===== config.mk =====
export PLATFORM = sky130hd
export DESIGN_NAME = fixed_point_acc_flat
export DESIGN_NICKNAME = d
export VERILOG_FILES = /design/src/rtl/fixed_point_acc_if.sv /design/src/rtl/fixed_point_acc.sv /design/src/flat_wrapper.sv
export SDC_FILE = /design/constraint.sdc
export NUM_CORES = 1
export LEC_CHECK = 0
export BUFFER_PORTS_ARGS = -buffer_cell sky130_fd_sc_hd__buf_4
export CAP_MARGIN = 20
export CORE_ASPECT_RATIO = 0.75
export CORE_MARGIN = 2
export CORE_UTILIZATION = 40
export DETAILED_ROUTE_END_ITERATION = 8
export GPL_TIMING_DRIVEN = 0
export MAX_ROUTING_LAYER = met4
export PLACE_DENSITY = 0.66
export SLEW_MARGIN = 20
export SYNTH_ARGS = -nofsm -noshare
export SYNTH_HDL_FRONTEND = slang
export SYNTH_SLANG_ARGS = --single-unit

===== constraint.sdc =====
create_clock -name clk -period 2.5 [get_ports clk]
set_input_delay 0.375 -clock clk [delete_from_list [all_inputs] [get_ports clk]]
set_output_delay 0.375 -clock clk [all_outputs]
set_load 0.005 [all_outputs]

===== src/rtl/fixed_point_acc_if.sv =====
// ---------------------------------------------------------------------------
// fixed_point package and fixed_point_acc_if interface.
//
// The fixed_point package defines the fixed-point data type shared by the
// multiplier and the accumulator: a two's-complement word of `FIXED_W bits.
// `FIXED_FRACTION_W of those bits are fraction bits. Both widths default to
// 32/16 when the build does not already define them.
//
// fixed_point_acc_if bundles both handshakes of the accumulator:
//   in_valid     upstream -> acc   a product is offered this cycle
//   in_ready     acc -> upstream   the product is accepted this cycle
//   in_product   upstream -> acc   product value (fixed_point_t)
//   in_overflow  upstream -> acc   the multiplier overflowed on this product
//   in_last      upstream -> acc   this product is the last term of its group
//   out_valid    acc -> downstream out_sum/out_overflow/out_count are valid
//   out_ready    downstream -> acc the result is taken
//   out_sum      acc -> downstream accumulated sum (fixed_point_t)
//   out_overflow acc -> downstream sticky overflow for the group
//   out_count    acc -> downstream number of terms summed
// The master modport is the producer/consumer side. The slave modport is the
// accumulator side.
// ---------------------------------------------------------------------------
`ifndef FIXED_W
`define FIXED_W 32
`endif
`ifndef FIXED_FRACTION_W
`define FIXED_FRACTION_W 16
`endif

package fixed_point;
    localparam int FRACTION_W = `FIXED_FRACTION_W;
    typedef logic signed [`FIXED_W-1:0] fixed_point_t;
endpackage

interface fixed_point_acc_if #(
    parameter int CNT_W = 3
);
    logic                     in_valid;
    logic                     in_ready;
    fixed_point::fixed_point_t in_product;
    logic                     in_overflow;
    logic                     in_last;
    logic                     out_valid;
    logic                     out_ready;
    fixed_point::fixed_point_t out_sum;
    logic                     out_overflow;
    logic [CNT_W-1:0]         out_count;

    modport master (
        output in_valid, in_product, in_overflow, in_last, out_ready,
        input  in_ready, out_valid, out_sum, out_overflow, out_count
    );

    modport slave (
        input  in_valid, in_product, in_overflow, in_last, out_ready,
        output in_ready, out_valid, out_sum, out_overflow, out_count
    );
endinterface


===== src/rtl/fixed_point_acc.sv =====
// ---------------------------------------------------------------------------
// fixed_point_acc: sequential accumulator placed after the fixed-point
// multiplier.
//
// The block sums one group of products, for example a 3-term dot product.
// A group ends on in_last, or when MAX_TERMS terms have been accepted. The
// block then presents the sum with a sticky overflow flag and the term count.
// It holds that result until downstream takes it.
//
// Ports:
//   clk   rising-edge clock
//   rst   synchronous, active-high reset; drops any group in flight
//   bus   fixed_point_acc_if.slave (in_* product stream, out_* result)
//
// Optional feature:
//   FIXED_ACC_SATURATE_EN  when defined, the accumulator saturates instead of
//                          wrapping. A positive overflow clamps to 0x7FF..F
//                          and a negative overflow clamps to 0x800..0.
//                          A product flagged in_overflow clamps by the sign
//                          of that product. out_overflow is set in all cases.
// ---------------------------------------------------------------------------
module fixed_point_acc #(
    parameter int MAX_TERMS = 4,
    parameter int CNT_W     = $clog2(MAX_TERMS + 1)
) (
    input  logic                  clk,
    input  logic                  rst,
    fixed_point_acc_if.slave      bus
);
    import fixed_point::*;

    localparam int W = `FIXED_W;

    typedef enum logic [1:0] {
        IDLE  = 2'd0,
        ACCUM = 2'd1,
        DONE  = 2'd2
    } state_t;

    state_t           state;
    state_t           state_next;
    fixed_point_t     acc;
    fixed_point_t     acc_next;
    fixed_point_t     sum_wrap;
    logic [CNT_W-1:0] count;
    logic [CNT_W-1:0] count_inc;
    logic             ovf;
    logic             accept;
    logic             closing;
    logic             add_ovf;

    // IDLE holds acc = 0 and count = 0. The first beat of a group therefore
    // uses the same adder as every later beat.
    assign accept    = bus.in_valid && bus.in_ready;
    assign count_inc = count + CNT_W'(1);
    assign closing   = bus.in_last || (count_inc == CNT_W'(MAX_TERMS));
    assign sum_wrap  = acc + bus.in_product;
    assign add_ovf   = (acc[W-1] == bus.in_product[W-1]) &&
                       (sum_wrap[W-1] != acc[W-1]);

    always_comb begin
        acc_next = sum_wrap;
`ifdef FIXED_ACC_SATURATE_EN
        // The sign the product was meant to have is lost upstream.
        // Its stored sign is the best available guess.
        if (bus.in_overflow) begin
            acc_next = bus.in_product[W-1] ? fixed_point_t'({1'b1, {(W-1){1'b0}}})
                                           : fixed_point_t'({1'b0, {(W-1){1'b1}}});
        end else if (add_ovf) begin
            acc_next = acc[W-1] ? fixed_point_t'({1'b1, {(W-1){1'b0}}})
                                : fixed_point_t'({1'b0, {(W-1){1'b1}}});
        end
`endif
    end

    // NOTE: state registers use non-blocking assignments. Every flop then
    // samples values from before the edge, whatever order the blocks run in.
    always_ff @(posedge clk) begin
        if (rst) begin
            state <= IDLE;
        end else begin
            state <= state_next;
        end
    end

    // NOTE: each signal written here gets a default before the case statement.
    // A path that skipped the assignment would infer a latch.
    always_comb begin
        state_next     = state;
        bus.in_ready   = 1'b0;
        bus.out_valid  = 1'b0;
        unique case (state)
            IDLE: begin
                bus.in_ready = !rst;
                if (accept) begin
                    state_next = closing ? DONE : ACCUM;
                end
            end
            ACCUM: begin
                bus.in_ready = !rst;
                if (accept && closing) begin
                    state_next = DONE;
                end
            end
            DONE: begin
                bus.out_valid = 1'b1;
                if (bus.out_ready) begin
                    state_next = IDLE;
                end
            end
            default: begin
                state_next = IDLE;
            end
        endcase
    end

    always_ff @(posedge clk) begin
        if (rst) begin
            acc   <= '0;
            count <= '0;
            ovf   <= 1'b0;
        end else if (accept) begin
            acc   <= acc_next;
            count <= count_inc;
            ovf   <= ovf | bus.in_overflow | add_ovf;
        end else if (state == DONE && bus.out_ready) begin
            acc   <= '0;
            count <= '0;
            ovf   <= 1'b0;
        end
    end

    assign bus.out_sum      = acc;
    assign bus.out_overflow = ovf;
    assign bus.out_count    = count;

endmodule

===== src/flat_wrapper.sv =====
// flat-port wrapper written by rule: the top's interface ports become plain ports
module fixed_point_acc_flat import fixed_point::*;
#(
    parameter int MAX_TERMS = 4,
    parameter int CNT_W     = $clog2(MAX_TERMS + 1)
)
  (clk, rst, bus_in_valid, bus_in_product, bus_in_overflow, bus_in_last, bus_out_ready, bus_in_ready, bus_out_valid, bus_out_sum, bus_out_overflow, bus_out_count);
  fixed_point_acc_if #(.CNT_W(CNT_W)) bus_i ();
  input  logic clk;
  input  logic rst;
  input wire logic [$bits(bus_i.in_valid)-1:0] bus_in_valid;
  input wire logic [$bits(bus_i.in_product)-1:0] bus_in_product;
  input wire logic [$bits(bus_i.in_overflow)-1:0] bus_in_overflow;
  input wire logic [$bits(bus_i.in_last)-1:0] bus_in_last;
  input wire logic [$bits(bus_i.out_ready)-1:0] bus_out_ready;
  output wire logic [$bits(bus_i.in_ready)-1:0] bus_in_ready;
  output wire logic [$bits(bus_i.out_valid)-1:0] bus_out_valid;
  output wire logic [$bits(bus_i.out_sum)-1:0] bus_out_sum;
  output wire logic [$bits(bus_i.out_overflow)-1:0] bus_out_overflow;
  output wire logic [$bits(bus_i.out_count)-1:0] bus_out_count;
  assign bus_i.in_valid = bus_in_valid;
  assign bus_i.in_product = bus_in_product;
  assign bus_i.in_overflow = bus_in_overflow;
  assign bus_i.in_last = bus_in_last;
  assign bus_i.out_ready = bus_out_ready;
  assign bus_in_ready = bus_i.in_ready;
  assign bus_out_valid = bus_i.out_valid;
  assign bus_out_sum = bus_i.out_sum;
  assign bus_out_overflow = bus_i.out_overflow;
  assign bus_out_count = bus_i.out_count;
  fixed_point_acc #(.MAX_TERMS(MAX_TERMS), .CNT_W(CNT_W)) u_core (.clk(clk), .rst(rst), .bus(bus_i));
endmodule

; ---- Word level (Yosys, flattened, before mapping)
; Cells that the tools add are included.
[totals]
regBits = 38
in_bits = 38
out_inout_bits = 38
[op_classes]
add_sub_neg = 2
eq_ne = 8
mux = 13
bitwise_logic = 2
n_reduce_logical = 10
[ops]
columns = op, n
row1 = $mux W32, 2
row2 = $add A32 B32 Y32, 1
row3 = $mux W2, 4
row4 = $mux W3, 2
row5 = $pmux W2 S3, 1
row6 = $logic_and A1 B1 Y1, 4
row7 = $mux W1, 4
row8 = $ne A2 B1 Y1 const B, 2
row9 = $add A3 B1 Y3 const B, 1
row10 = $eq A3 B3 Y1 const B, 1
row11 = $reduce_and A3 Y1, 1
row12 = $eq A2 B1 Y1 const B, 1
row13 = $eq A2 B2 Y1 const B, 1
row14 = $logic_not A2 Y1, 1
row15 = $ne A2 B2 Y1 const B, 1
row16 = $or A1 B1 Y1, 2
row17 = $reduce_bool A2 Y1, 1
row18 = $reduce_or A2 Y1, 1
row19 = $eq A1 B1 Y1, 1
row20 = $logic_not A1 Y1, 1
row21 = $logic_or A1 B1 Y1, 1
row22 = $ne A1 B1 Y1, 1

; ---- Longest topological paths before layout
; Gate-level depths: netlist of run 1.
[depth]
ltp_word = 7
depth_mapped = 10
ltp_nobuf = 10

; ---- Worst setup path before layout of run 1
; Ideal clock, no wire load.
[synth_path]
path_type = in2reg
start = in bus_in_product[0]
end = reg u_core.acc[22] (netlist: u_core.bus.out_sum[22])
setup_ps = 117
t_arrival_ps = 2366
t_required_ps = 2383
setup_slack_ps = 17
path_stages = 9
n_path_buf = 0
cell_sequence = ha_1 > fa_1 > a21oi_1 > o211ai_2 > a31oi_1 > o21ai_2 > a21boi_0 > o211ai_1 > a32o_1
[synth_via]
elab_chain_len = 2
[synth_lines]
columns = item, line
row1 = start: declaration, flat_wrapper.sv:12  ; input wire logic [$bits(bus_i.in_product)-1:0] bus_in_product;
row2 = $add A32 B32 Y32, fixed_point_acc.sv:57  ; assign sum_wrap = acc + bus.in_product;
row3 = $mux W32, fixed_point_acc.sv:122  ; end else if (accept) begin
row4 = end signal: assignment, fixed_point_acc.sv:123  ; acc <= acc_next;
row5 = end: declaration, fixed_point_acc.sv:42  ; fixed_point_t acc;
; No other way between the ends.
; A chain may end at the register's enable or synchronous reset.

; ---- Worst setup path in the final report of run 1
[layout_path]
start = reg u_core.acc[0] (netlist: u_core.bus.out_sum[0])
end = reg u_core.acc[28] (netlist: u_core.bus.out_sum[28])
[layout_via]
elab_chain_len = 2
[layout_lines]
columns = item, line
row1 = $add A32 B32 Y32, fixed_point_acc.sv:57
row2 = $mux W32, fixed_point_acc.sv:122
; No other way between the ends.

==> run_summary.xml, run 1 <==
<?xml version="1.0" encoding="UTF-8"?>
<metrics>
  <group name="status">
    <metric name="status" unit="">finished, final reports clean</metric>
  </group>
  <group name="placement">
    <metric name="place.gp.congestion" unit="">0.878</metric>
    <metric name="io_buffers" unit="">75</metric>
    <metric name="place_hpwl" unit="microns">5910</metric>
  </group>
  <group name="layout">
    <metric name="final_common_cell" unit="">sky130_fd_sc_hd__buf_4</metric>
    <metric name="antenna-diode-count" unit="">0</metric>
    <metric name="design.final.nets" unit="">534</metric>
    <metric name="syn2layout_area_growth" unit="%">34.4</metric>
    <metric name="finalCoreUtilization" unit="%">55.1</metric>
    <metric name="post_route_cells_drive_above_1_share" unit="%">29.6</metric>
    <metric name="mostFrequentLayoutCells" unit="">sky130_fd_sc_hd__buf_4, sky130_fd_sc_hd__nand2_1, sky130_fd_sc_hd__o21ai_0, sky130_fd_sc_hd__dfxtp_1, sky130_fd_sc_hd__a21oi_1</metric>
  </group>
  <group name="floorplanning">
    <metric name="die_width" unit="microns">104</metric>
    <metric name="floorplan.core_area" unit="sq um">7260</metric>
    <metric name="num_rows" unit="">27</metric>
    <metric name="initial_utilization" unit="%">41.0</metric>
    <metric name="floorplan.io_pins" unit="">76</metric>
    <metric name="die_h" unit="microns">78.7</metric>
    <metric name="design.die.area" unit="sq um">8160</metric>
  </group>
  <group name="setup_path">
    <metric name="crit_slowest_cell" unit="">sky130_fd_sc_hd__dfxtp_1</metric>
    <metric name="timing.critical_path.from_type" unit="">flop</metric>
    <metric name="end_kind" unit="">flop</metric>
    <metric name="path_cells" unit="">ha_2, fa_2, a21oi_2, o211ai_2, a31oi_4, o21ai_4, a21oi_4, o311ai_2, xnor2_1, o21ai_1</metric>
    <metric name="required" unit="ps">2660</metric>
    <metric name="cp.arrival" unit="ps">2550</metric>
    <metric name="cp_slowest_stage_delay" unit="ps">380</metric>
    <metric name="criticalPathCategory" unit="">reg -&gt; reg</metric>
    <metric name="crit_fanout" unit="">5</metric>
  </group>
  <group name="power_and_ir_drop">
    <metric name="p_per_area" unit="nW/um^2">788</metric>
    <metric name="power_leakage" unit="nW">1.78</metric>
    <metric name="power.total" unit="mW">3.16</metric>
    <metric name="max-vdd-ir-drop" unit="V">0.000356</metric>
  </group>
  <group name="global_routing">
    <metric name="first_global_vias" unit="">2755</metric>
    <metric name="groute.usage.overall" unit="%">19.2</metric>
    <metric name="first_pass_grt_wire_length" unit="microns">12600</metric>
    <metric name="gr-total-overflow" unit="">0</metric>
    <metric name="grt_max_degree" unit="">13</metric>
    <metric name="initial_antenna_violation_count" unit="">0</metric>
  </group>
  <group name="timing">
    <metric name="setup-violations-final" unit="">0</metric>
    <metric name="final_clock_skew" unit="ps">4.23</metric>
    <metric name="slew_violations" unit="">0</metric>
    <metric name="layout_worst_path_cycle_share" unit="%">95.6</metric>
    <metric name="maxSlewHeadroom" unit="%">59.3</metric>
    <metric name="layout_min_cycle_time" unit="ps">2390</metric>
    <metric name="max_freq" unit="MHz">418</metric>
    <metric name="worstMarginPinSlew" unit="ps">608</metric>
    <metric name="setup_repair_after_global_routing_missed_its_margin" unit="">yes</metric>
    <metric name="hold_violations" unit="">0</metric>
  </group>
  <group name="cts">
    <metric name="cts_buffers" unit="">5</metric>
    <metric name="cts.htree.levels" unit="">2</metric>
    <metric name="cts.path.max_buffers" unit="">2</metric>
    <metric name="cts_tree" unit="">yes</metric>
    <metric name="clockRootBuffer" unit="">sky130_fd_sc_hd__clkbuf_8</metric>
    <metric name="path_clk_slew" unit="ps">80</metric>
    <metric name="cts.sink_count" unit="">38</metric>
    <metric name="ctsHoldBuffers" unit="">0</metric>
    <metric name="worst_skew_pair.late_latency" unit="ps">290</metric>
  </group>
  <group name="logic_synthesis">
    <metric name="post_synthesis_instance_area" unit="sq um">2980</metric>
    <metric name="synth_seq_cells" unit="">38</metric>
    <metric name="ys_types" unit="">57</metric>
    <metric name="synthesis.nets" unit="">444</metric>
    <metric name="syn_area_per_cell" unit="sq um">8.01</metric>
    <metric name="seq_area_frac_synth" unit="%">25.5</metric>
    <metric name="synthTopCellsByArea" unit="">sky130_fd_sc_hd__dfxtp_1, sky130_fd_sc_hd__ha_1, sky130_fd_sc_hd__nand2_1, sky130_fd_sc_hd__o21ai_0, sky130_fd_sc_hd__a21oi_1</metric>
    <metric name="ys_dominant_reg_cell" unit="">sky130_fd_sc_hd__dfxtp_1</metric>
    <metric name="number_of_synthesized_flops_with_an_enable_pin" unit="">0</metric>
    <metric name="yosys.area.top_type" unit="">sky130_fd_sc_hd__dfxtp_1</metric>
    <metric name="ys.warnings.count" unit="">0</metric>
    <metric name="synth.top_cell.area_share" unit="%">25.5</metric>
    <metric name="synthCells" unit="">372</metric>
    <metric name="async_flop_share" unit="%">0</metric>
  </group>
  <group name="route">
    <metric name="route.detailed.vias_per_inst" unit="">5.32</metric>
    <metric name="detailedRoute.firstIterationViolations" unit="">112</metric>
    <metric name="wl_per_cell" unit="microns">13.9</metric>
    <metric name="totalWireLength" unit="microns">7830</metric>
    <metric name="ant_nets" unit="">0</metric>
    <metric name="detailroute.via_count" unit="">3002</metric>
    <metric name="firstDrtPassIters" unit="">4</metric>
    <metric name="drt_drc_violations_left" unit="">0</metric>
  </group>
  <group name="min_path">
    <metric name="hold_class" unit="">in -&gt; reg</metric>
  </group>
  <group name="run">
    <metric name="drv.max_cap_violation_count" unit="">0</metric>
  </group>
</metrics>
-- critical path, delay by kind of cell, from the launching register on --
| kind | cells | cell delay [ps] |
|---|---|---|
| AO/OA/AOI/OAI | 7 | 1240 |
| adder cells (fa/ha/maj) | 2 | 490 |
| XOR/XNOR | 1 | 160 |
| flip-flops | 1 | 380 |
-- per-layer routing --
layer	up-vias	share of wire [%]	routed length, microns	track usage (%)
met5	-	0	0	-
met4	0	0.97	76	5.00
met3	11	5.6	441	4.11
met2	81	43	3380	29.8
met1	1396	50	3940	25.7
li1	1514	-	-	-
-- synth_stat cells (5+ instances only) --
library cell                n
sky130_fd_sc_hd__ha_1      33
sky130_fd_sc_hd__nand3_1    5
sky130_fd_sc_hd__dfxtp_1   38
sky130_fd_sc_hd__o21ai_0   43
sky130_fd_sc_hd__inv_1      7
sky130_fd_sc_hd__o21ai_1    5
sky130_fd_sc_hd__clkbuf_1   9
sky130_fd_sc_hd__o211ai_1   5
sky130_fd_sc_hd__nand2_1   58
sky130_fd_sc_hd__xnor2_1   15
sky130_fd_sc_hd__nand2b_1   8
sky130_fd_sc_hd__a21oi_1   31
sky130_fd_sc_hd__nor2_1    22
sky130_fd_sc_hd__a21o_1    12
sky130_fd_sc_hd__xor2_1    12
-- cell families (layout without fill, tap and decap cells) --
kind of cell               after synthesis  in the layout  synth area share [%]
AOI/OAI and AO/OA                      137            137                  30.6
and+or+nand+nor                        112            112                  16.7
muxes                                    2              2                 0.672
buffers and inverters                   22            113                  4.03
DFF                                     38             38                  25.5
adders and majority gates               34             34                  14.5
xor gates and xnor gates                27             27                  7.94
-- layout make-up --
cell class | instances | area [sq um]
inverter | 7 | 26.3
tap | 101 | 126
clock buffer | 6 | 82.6
clock inverter | 2 | 60.1
timing repair buffer | 83 | 623
buffer | 15 | 93.8
sequential | 38 | 767
multi-input combinational | 312 | 2230
fill | 699 | 3260
-- sequential cells by signal, summed over array words and instances, names as in the netlist --
signal	cells
u_core.bus.out_count	3
u_core.bus.out_sum	32
u_core.bus.out_overflow	1
u_core.state	2
-- power by group --
part / switching [mW] / internal (mW) / total (mW)
clock network: 0.242 / 0.426 / 0.668
registers: 0.107 / 0.732 / 0.839
logic: 0.850 / 0.798 / 1.65
-- per-stage QoR --
step           worst slack (ps)  cell area [sq um]  setup TNS, ps  cells  hold WS, ps
2_1_floorplan              16.6               2980              0    372          413
3_3_place_gp               -526               3670          -3740    548          422
3_5_place_dp               -567               3670          -4180    548          430
4_1_cts                    14.9               3910              0    560          263
5_1_grt                    1.36               4010              0    564          268
6_report                    109               4010              0    564          268
-- worst paths after layout --
path	from	end	slack [ps]	cells after the start
worst max-delay path	u_core.bus.out_sum[0]$_SDFFE_PP0P_	u_core.bus.out_sum[28]$_SDFFE_PP0P_	110	10
worst min-delay path	rst	u_core.bus.out_overflow$_SDFFE_PP0P_	270	2
worst max register to register	u_core.bus.out_sum[0]$_SDFFE_PP0P_	u_core.bus.out_sum[28]$_SDFFE_PP0P_	110	10
worst min register to register	u_core.state[1]$_SDFFE_PP0P_	u_core.state[0]$_SDFFE_PP0P_	450	1
-- what timing repair did --
item,CTS,global route
setup buffers,4,4
resized for setup,11,18
pin swaps,5,8
endpoints found under the setup margin,12,16
endpoints found under the hold margin,0,0
Note: power is estimated with default switching activity, not from simulation.
==> run 2: changes to the inputs <==
--- a/config.mk
+++ b/config.mk
@@ -5,6 +5,7 @@
 export SDC_FILE = /design/constraint.sdc
 export NUM_CORES = 1
 export LEC_CHECK = 0
+export ABC_AREA = 1
 export BUFFER_PORTS_ARGS = -buffer_cell sky130_fd_sc_hd__buf_4
 export CAP_MARGIN = 20
 export CORE_ASPECT_RATIO = 0.75
@@ -13,7 +14,7 @@
 export DETAILED_ROUTE_END_ITERATION = 8
 export GPL_TIMING_DRIVEN = 0
 export MAX_ROUTING_LAYER = met4
-export PLACE_DENSITY = 0.66
+export PLACE_DENSITY = 0.7
 export SLEW_MARGIN = 20
 export SYNTH_ARGS = -nofsm -noshare
 export SYNTH_HDL_FRONTEND = slang
==> run 2 against run 1 <==
Non-clock buffer count is 17 lower. Die area is 8.2% higher. Clock-buffer cell count is 1 lower. Wire length is 27% higher. Synthesized cell count is 40% higher. Sequential power is 6.4% lower. Register-to-register slack better by 180 ps. Combinational power is 24% lower. Setup slack better by 180 ps.
==> run_summary.xml, run 2 <==
<?xml version="1.0" encoding="UTF-8"?>
<metrics>
  <group name="min_path">
    <metric name="hold_class" unit="">in -&gt; reg</metric>
  </group>
  <group name="timing">
    <metric name="layout_min_cycle_time" unit="ps">2210</metric>
    <metric name="layout_worst_path_cycle_share" unit="%">88.4</metric>
    <metric name="max_freq" unit="MHz">453</metric>
    <metric name="maxSlewHeadroom" unit="%">76.4</metric>
    <metric name="fin_setup_tns" unit="ps">0</metric>
    <metric name="setup_repair_after_global_routing_missed_its_margin" unit="">no</metric>
    <metric name="hold_violations" unit="">0</metric>
    <metric name="worstMarginPinSlew" unit="ps">350</metric>
    <metric name="setup-violations-final" unit="">0</metric>
    <metric name="slew_violations" unit="">0</metric>
    <metric name="postLayoutSetupSlackWorst" unit="ps">291</metric>
    <metric name="final_clock_skew" unit="ps">8.38</metric>
  </group>
  <group name="layout">
    <metric name="largest_reg_flops" unit="">32</metric>
    <metric name="post_route_cells_drive_above_1_share" unit="%">19.2</metric>
    <metric name="final_common_cell" unit="">sky130_fd_sc_hd__nand2_1</metric>
    <metric name="design.final.nets" unit="">674</metric>
    <metric name="antenna-diode-count" unit="">0</metric>
    <metric name="mostFrequentLayoutCells" unit="">sky130_fd_sc_hd__nand2_1, sky130_fd_sc_hd__buf_4, sky130_fd_sc_hd__nor2_1, sky130_fd_sc_hd__a21oi_1, sky130_fd_sc_hd__inv_1</metric>
    <metric name="syn2layout_area_growth" unit="%">25.7</metric>
  </group>
  <group name="setup_path">
    <metric name="rr_startpoint" unit="">u_core.bus.out_sum[0]$_SDFFE_PP0P_</metric>
    <metric name="crit_slowest_cell" unit="">sky130_fd_sc_hd__fa_1</metric>
    <metric name="regToRegEndpoint" unit="">u_core.bus.out_sum[22]$_SDFFE_PP0P_</metric>
    <metric name="criticalPathCategory" unit="">reg -&gt; reg</metric>
    <metric name="cp-startpoint" unit="">u_core.bus.out_sum[0]$_SDFFE_PP0P_</metric>
    <metric name="path_cells" unit="">ha_1, fa_1, nand2_1, nand2_1, o21ai_2, o21ai_2, nand3_1, nand2_1, a21oi_1, nand2_1, nand3_1, nand2_1</metric>
    <metric name="worst-r2r-cell-count" unit="">12</metric>
    <metric name="crit_path_end" unit="">u_core.bus.out_sum[22]$_SDFFE_PP0P_</metric>
    <metric name="end_kind" unit="">flop</metric>
    <metric name="cp_slowest_stage_delay" unit="ps">390</metric>
    <metric name="cp_common_cell" unit="">sky130_fd_sc_hd__nand2_1</metric>
    <metric name="reg2reg_setup_slack" unit="ps">290</metric>
    <metric name="required" unit="ps">2710</metric>
    <metric name="crit_fanout" unit="">5</metric>
    <metric name="timing.critical_path.from_type" unit="">flop</metric>
    <metric name="cp.arrival" unit="ps">2420</metric>
  </group>
  <group name="cts">
    <metric name="worst_skew_pair.late_latency" unit="ps">300</metric>
    <metric name="clockRootBuffer" unit="">sky130_fd_sc_hd__clkbuf_8</metric>
    <metric name="cts-resized-gates" unit="">0</metric>
    <metric name="path_clk_slew" unit="ps">90</metric>
    <metric name="cts.path.max_buffers" unit="">2</metric>
    <metric name="cts.sink_count" unit="">38</metric>
    <metric name="cts_tree" unit="">yes</metric>
    <metric name="cts.htree.levels" unit="">2</metric>
    <metric name="cts_buffers" unit="">5</metric>
    <metric name="post_cts_buffers" unit="">0</metric>
    <metric name="ctsHoldBuffers" unit="">0</metric>
  </group>
  <group name="route">
    <metric name="firstDrtPassIters" unit="">5</metric>
    <metric name="wl_per_cell" unit="microns">14.0</metric>
    <metric name="totalWireLength" unit="microns">9910</metric>
    <metric name="wl_met3" unit="microns">675</metric>
    <metric name="highest_layer" unit="">met4</metric>
    <metric name="drt_drc_violations_left" unit="">0</metric>
    <metric name="detailedRoute.firstIterationViolations" unit="">260</metric>
    <metric name="detailroute.via_count" unit="">3661</metric>
    <metric name="ant_nets" unit="">0</metric>
    <metric name="route.layer.met1.wl" unit="microns">4960</metric>
    <metric name="route.detailed.vias_per_inst" unit="">5.17</metric>
    <metric name="routed-wl-met2" unit="microns">4180</metric>
  </group>
  <group name="logic_synthesis">
    <metric name="synthCells" unit="">520</metric>
    <metric name="syn_area_per_cell" unit="sq um">6.22</metric>
    <metric name="ys.warnings.count" unit="">0</metric>
    <metric name="synth_commonest_cells" unit="">sky130_fd_sc_hd__nand2_1, sky130_fd_sc_hd__nor2_1, sky130_fd_sc_hd__a21oi_1, sky130_fd_sc_hd__inv_1, sky130_fd_sc_hd__dfxtp_1</metric>
    <metric name="synthesis.nets" unit="">592</metric>
    <metric name="ys_dominant_reg_cell" unit="">sky130_fd_sc_hd__dfxtp_1</metric>
    <metric name="yosys.area.top_type" unit="">sky130_fd_sc_hd__dfxtp_1</metric>
    <metric name="synth.top_cell.area_share" unit="%">23.5</metric>
    <metric name="synth_seq_cells" unit="">38</metric>
    <metric name="most_used_standard_cell_by_instance_count_after_synthesis" unit="">sky130_fd_sc_hd__nand2_1</metric>
    <metric name="seq_area_frac_synth" unit="%">23.5</metric>
    <metric name="ys_types" unit="">32</metric>
    <metric name="async_flop_share" unit="%">0</metric>
    <metric name="synthTopCellsByArea" unit="">sky130_fd_sc_hd__dfxtp_1, sky130_fd_sc_hd__nand2_1, sky130_fd_sc_hd__ha_1, sky130_fd_sc_hd__a21oi_1, sky130_fd_sc_hd__nor2_1</metric>
    <metric name="post_synthesis_instance_area" unit="sq um">3240</metric>
    <metric name="number_of_synthesized_flops_with_an_enable_pin" unit="">0</metric>
  </group>
  <group name="floorplanning">
    <metric name="die_h" unit="microns">81.9</metric>
    <metric name="floorplan.io_pins" unit="">76</metric>
    <metric name="design.die.area" unit="sq um">8830</metric>
    <metric name="num_rows" unit="">28</metric>
    <metric name="die_width" unit="microns">108</metric>
    <metric name="initial_utilization" unit="%">41.0</metric>
    <metric name="floorplan.core_area" unit="sq um">7880</metric>
  </group>
  <group name="power_and_ir_drop">
    <metric name="max-vdd-ir-drop" unit="V">0.000320</metric>
    <metric name="p_per_area" unit="nW/um^2">662</metric>
    <metric name="power_leakage" unit="nW">2.11</metric>
  </group>
  <group name="global_routing">
    <metric name="groute.usage.overall" unit="%">23.7</metric>
    <metric name="first_global_vias" unit="">3275</metric>
    <metric name="first_pass_grt_wire_length" unit="microns">15900</metric>
    <metric name="initial_antenna_violation_count" unit="">0</metric>
    <metric name="gr-total-overflow" unit="">0</metric>
    <metric name="grt_max_degree" unit="">14</metric>
  </group>
  <group name="placement">
    <metric name="place_hpwl" unit="microns">8280</metric>
    <metric name="place.gp.congestion" unit="">0.927</metric>
    <metric name="io_buffers" unit="">75</metric>
    <metric name="detailedPlace.worstSlack" unit="ps">209</metric>
  </group>
  <group name="run">
    <metric name="drv.max_cap_violation_count" unit="">0</metric>
  </group>
  <group name="status">
    <metric name="status" unit="">finished, final reports clean</metric>
  </group>
</metrics>
-- run 2: cell count changes after synthesis, moves of 14 or more --
| cell | delta |
|---|---|
| sky130_fd_sc_hd__nand2_1 | +115 |
| sky130_fd_sc_hd__inv_1 | +38 |
| sky130_fd_sc_hd__nor2_1 | +28 |
| sky130_fd_sc_hd__nand3_1 | +23 |
| sky130_fd_sc_hd__o21ai_0 | -19 |
| sky130_fd_sc_hd__a21oi_1 | +15 |
| sky130_fd_sc_hd__xnor2_1 | -14 |
-- run 2: routing by layer --
layer  track usage [%]  vias up
met4              4.87        0
met5                 -        -
li1                  -     1887
met2              35.2      115
met1              33.7     1647
met3              4.37       12
-- run 2: through the flow --
| step | power, mW | hold slack (ps) | utilization [%] | instance area (sq um) | cells |
|---|---|---|---|---|---|
| after global placement | 2.01 | 460 | 49.9 | 3930 | 700 |
| after detailed placement | 2.03 | 463 | 49.9 | 3930 | 700 |
| after global routing | 2.90 | 273 | 51.6 | 4070 | 708 |
| final | 2.69 | 274 | 51.6 | 4070 | 708 |
| after CTS | 2.70 | 267 | 51.6 | 4070 | 708 |
| after floorplan | 1.60 | 437 | - | 3240 | 520 |
-- run 2: layout make-up --
class	instances	area, sq um
Clock buffer	5	68.8
Fill cell	840	3810
Buffer	6	35.0
Tap cell	105	131
Timing Repair Buffer	75	563
Multi-Input combinational cell	427	2260
Inverter	49	184
Sequential cell	38	761
Clock inverter	3	68.8
-- run 2: cell families after synthesis --
group	share of synthesized area, %
adders and majority gates	13.4
xor gates and xnor gates	0.541
buffers and inverters	6.77
DFF	23.5
AOI/OAI and AO/OA	18.4
and+or+nand+nor	37.4
-- run 2: how the worst min path moves through the flow --
stage	start	end	slack, ps	cells after the start
2_1_floorplan	rst	u_core.bus.out_overflow$_SDFFE_PP0P_	440	1
3_3_place_gp	u_core.bus.out_sum[13]$_SDFFE_PP0P_	u_core.bus.out_sum[13]$_SDFFE_PP0P_	460	2
3_5_place_dp	u_core.bus.out_sum[8]$_SDFFE_PP0P_	u_core.bus.out_sum[8]$_SDFFE_PP0P_	460	2
4_1_cts	rst	u_core.bus.out_overflow$_SDFFE_PP0P_	270	2
5_1_grt	rst	u_core.bus.out_overflow$_SDFFE_PP0P_	270	2
6_report	rst	u_core.bus.out_overflow$_SDFFE_PP0P_	270	2
-- run 2: power breakdown --
group | internal [mW] | leakage (nW) | switching (mW)
registers | 0.703 | 0.314 | 0.0818
clock network | 0.400 | 0.0683 | 0.263
logic | 0.492 | 1.73 | 0.754
total | 1.60 | 2.11 | 1.10
-- run 2: critical path: cells and delay by family (launching register included) --
kind | cells | cell delay [ps]
AO/OA/AOI/OAI | 3 | 520
adder cells (fa/ha/maj) | 2 | 610
AND/OR/NAND/NOR | 7 | 660
flip-flops | 1 | 340
==> run 3: changes to the inputs <==
--- a/config.mk
+++ b/config.mk
@@ -8,7 +8,7 @@
 export ABC_AREA = 1
 export BUFFER_PORTS_ARGS = -buffer_cell sky130_fd_sc_hd__buf_4
 export CAP_MARGIN = 20
-export CORE_ASPECT_RATIO = 0.75
+export CORE_ASPECT_RATIO = 0.5
 export CORE_MARGIN = 2
 export CORE_UTILIZATION = 40
 export DETAILED_ROUTE_END_ITERATION = 8
==> run 3 against run 2 <==
Cell area up 1.0%. Clock power up 13%. Sequential cell count unchanged. Highest routed layer unchanged. Setup slack better by 56 ps. Clock-buffer cell count unchanged. Non-clock buffer count unchanged. Critical path depth unchanged. Sequential power about the same. Worst hold slack better by 16 ps. Fmax up 2.6%. Wire length down 1.3%.
==> run_summary.xml, run 3 (same netlist as run 2, synthesis figures left out) <==
<?xml version="1.0" encoding="UTF-8"?>
<metrics>
  <group name="status">
    <metric name="status" unit="">finished, final reports clean</metric>
  </group>
  <group name="timing">
    <metric name="setup-violations-final" unit="">0</metric>
    <metric name="final_clock_skew" unit="ps">4.42</metric>
    <metric name="setup_repair_after_global_routing_missed_its_margin" unit="">no</metric>
    <metric name="worstMarginPinSlew" unit="ps">448</metric>
    <metric name="maxSlewHeadroom" unit="%">69.8</metric>
    <metric name="slew_violations" unit="">0</metric>
    <metric name="max_freq" unit="MHz">465</metric>
    <metric name="fin_setup_tns" unit="ps">0</metric>
    <metric name="layout_min_cycle_time" unit="ps">2150</metric>
    <metric name="layout_worst_path_cycle_share" unit="%">86.1</metric>
    <metric name="hold_violations" unit="">0</metric>
  </group>
  <group name="cts">
    <metric name="cts.sink_count" unit="">38</metric>
    <metric name="cts_buffers" unit="">5</metric>
    <metric name="cts-resized-gates" unit="">0</metric>
    <metric name="worst_skew_pair.late_latency" unit="ps">290</metric>
    <metric name="cts.htree.levels" unit="">2</metric>
    <metric name="cts.path.max_buffers" unit="">2</metric>
    <metric name="ctsHoldBuffers" unit="">0</metric>
    <metric name="path_clk_slew" unit="ps">60</metric>
    <metric name="cts_tree" unit="">yes</metric>
    <metric name="clockRootBuffer" unit="">sky130_fd_sc_hd__clkbuf_16</metric>
    <metric name="post_cts_buffers" unit="">0</metric>
  </group>
  <group name="layout">
    <metric name="largest_reg_flops" unit="">32</metric>
    <metric name="ff_latch_area" unit="sq um">761</metric>
    <metric name="mostFrequentLayoutCells" unit="">sky130_fd_sc_hd__nand2_1, sky130_fd_sc_hd__buf_4, sky130_fd_sc_hd__nor2_1, sky130_fd_sc_hd__a21oi_1, sky130_fd_sc_hd__inv_1</metric>
    <metric name="syn2layout_area_growth" unit="%">27.0</metric>
    <metric name="multiInputGateArea" unit="sq um">2260</metric>
    <metric name="antenna-diode-count" unit="">0</metric>
    <metric name="final_common_cell" unit="">sky130_fd_sc_hd__nand2_1</metric>
    <metric name="design.final.nets" unit="">674</metric>
    <metric name="final_cell_area" unit="sq um">4110</metric>
    <metric name="layout.filler_cells" unit="">825</metric>
    <metric name="post_route_cells_drive_above_1_share" unit="%">19.2</metric>
    <metric name="finalCoreUtilization" unit="%">51.9</metric>
  </group>
  <group name="run">
    <metric name="drv.max_cap_violation_count" unit="">0</metric>
  </group>
  <group name="setup_path">
    <metric name="timing.critical_path.from_type" unit="">flop</metric>
    <metric name="cp.arrival" unit="ps">2330</metric>
    <metric name="end_kind" unit="">flop</metric>
    <metric name="required" unit="ps">2680</metric>
    <metric name="criticalPathCategory" unit="">reg -&gt; reg</metric>
    <metric name="crit_fanout" unit="">5</metric>
  </group>
  <group name="placement">
    <metric name="io_buffers" unit="">75</metric>
    <metric name="placedInstanceArea" unit="sq um">3940</metric>
    <metric name="place.gp.congestion" unit="">0.926</metric>
    <metric name="place_hpwl" unit="microns">7910</metric>
  </group>
  <group name="global_routing">
    <metric name="groute.usage.overall" unit="%">23.0</metric>
    <metric name="grt_max_degree" unit="">14</metric>
    <metric name="first_pass_grt_wire_length" unit="microns">15700</metric>
    <metric name="initial_antenna_violation_count" unit="">0</metric>
    <metric name="first_global_vias" unit="">3221</metric>
    <metric name="gr-total-overflow" unit="">0</metric>
  </group>
  <group name="floorplanning">
    <metric name="die_width" unit="microns">131</metric>
    <metric name="floorplan.io_pins" unit="">76</metric>
    <metric name="die_h" unit="microns">67.6</metric>
    <metric name="design.die.area" unit="sq um">8870</metric>
    <metric name="num_rows" unit="">23</metric>
    <metric name="floorplan.core_area" unit="sq um">7910</metric>
    <metric name="initial_utilization" unit="%">40.9</metric>
  </group>
  <group name="route">
    <metric name="detailroute.via_count" unit="">3547</metric>
    <metric name="route.detailed.vias_per_inst" unit="">4.96</metric>
    <metric name="ant_nets" unit="">0</metric>
    <metric name="detailedRoute.firstIterationViolations" unit="">284</metric>
    <metric name="drt_drc_violations_left" unit="">0</metric>
    <metric name="firstDrtPassIters" unit="">4</metric>
    <metric name="totalWireLength" unit="microns">9780</metric>
    <metric name="wl_per_cell" unit="microns">13.7</metric>
  </group>
  <group name="power_and_ir_drop">
    <metric name="power.total" unit="mW">2.78</metric>
    <metric name="max-vdd-ir-drop" unit="V">0.000268</metric>
    <metric name="p_per_area" unit="nW/um^2">678</metric>
    <metric name="power_leakage" unit="nW">2.12</metric>
  </group>
  <group name="min_path">
    <metric name="hold_class" unit="">in -&gt; reg</metric>
  </group>
</metrics>
[run 3: cell types whose count changed in the layout (fill, tap and decap cells not counted), sizes merged]
cell / delta
clkinv: -1
bufinv: -1
clkinvlp: +2
[run 3: through the flow]
stage	setup WS (ps)	cells	hold WS (ps)
CTS	369	715	292
floorplan	648	520	437
finish	347	715	290
global route	162	715	302
global placement	264	707	459
detailed placement	251	707	465
[run 3: layout make-up]
class                           count  area share, %
Multi-Input combinational cell    427           54.9
Tap cell                          112           3.41
Buffer                              6          0.853
Sequential cell                    38           18.5
Timing Repair Buffer               75           13.7
Inverter                           49           4.48
Clock inverter                      3           1.10
Clock buffer                        5           3.05
[run 3: critical path, cell delays in order (launching register included)]
cell	delay, ps
sky130_fd_sc_hd__dfxtp_1	330
sky130_fd_sc_hd__ha_1	230
sky130_fd_sc_hd__fa_1	410
sky130_fd_sc_hd__nand2_1	110
sky130_fd_sc_hd__nand2_1	70
sky130_fd_sc_hd__o21ai_2	100
sky130_fd_sc_hd__o21ai_2	120
sky130_fd_sc_hd__nand3_1	90
sky130_fd_sc_hd__nand2_1	170
sky130_fd_sc_hd__a21oi_1	180
sky130_fd_sc_hd__nand2_1	60
sky130_fd_sc_hd__nand3_1	110
sky130_fd_sc_hd__nand2_1	60
[run 3: worst paths after layout]
| check | start | endpoint | slack [ps] | depth (start not counted) |
|---|---|---|---|---|
| min reg2reg | u_core.bus.out_sum[7]$_SDFFE_PP0P_ | u_core.bus.out_sum[7]$_SDFFE_PP0P_ | 470 | 2 |
| max | u_core.bus.out_sum[0]$_SDFFE_PP0P_ | u_core.bus.out_sum[22]$_SDFFE_PP0P_ | 350 | 12 |
| max reg2reg | u_core.bus.out_sum[0]$_SDFFE_PP0P_ | u_core.bus.out_sum[22]$_SDFFE_PP0P_ | 350 | 12 |
| min | rst | u_core.bus.out_overflow$_SDFFE_PP0P_ | 290 | 2 |
[run 3: where the power goes]
group / internal [mW] / total (mW) / switching (mW)
clock network: 0.471 / 0.752 / 0.281
registers: 0.704 / 0.786 / 0.0819
logic: 0.491 / 1.25 / 0.755
[run 3: per-layer routing]
| metal | track usage [%] | part of all wire, % |
|---|---|---|
| met1 | 33.4 | 54 |
| met2 | 34.0 | 39 |
| met3 | 4.28 | 7.0 |
| met4 | 2.72 | 0.49 |
| met5 | - | 0 |
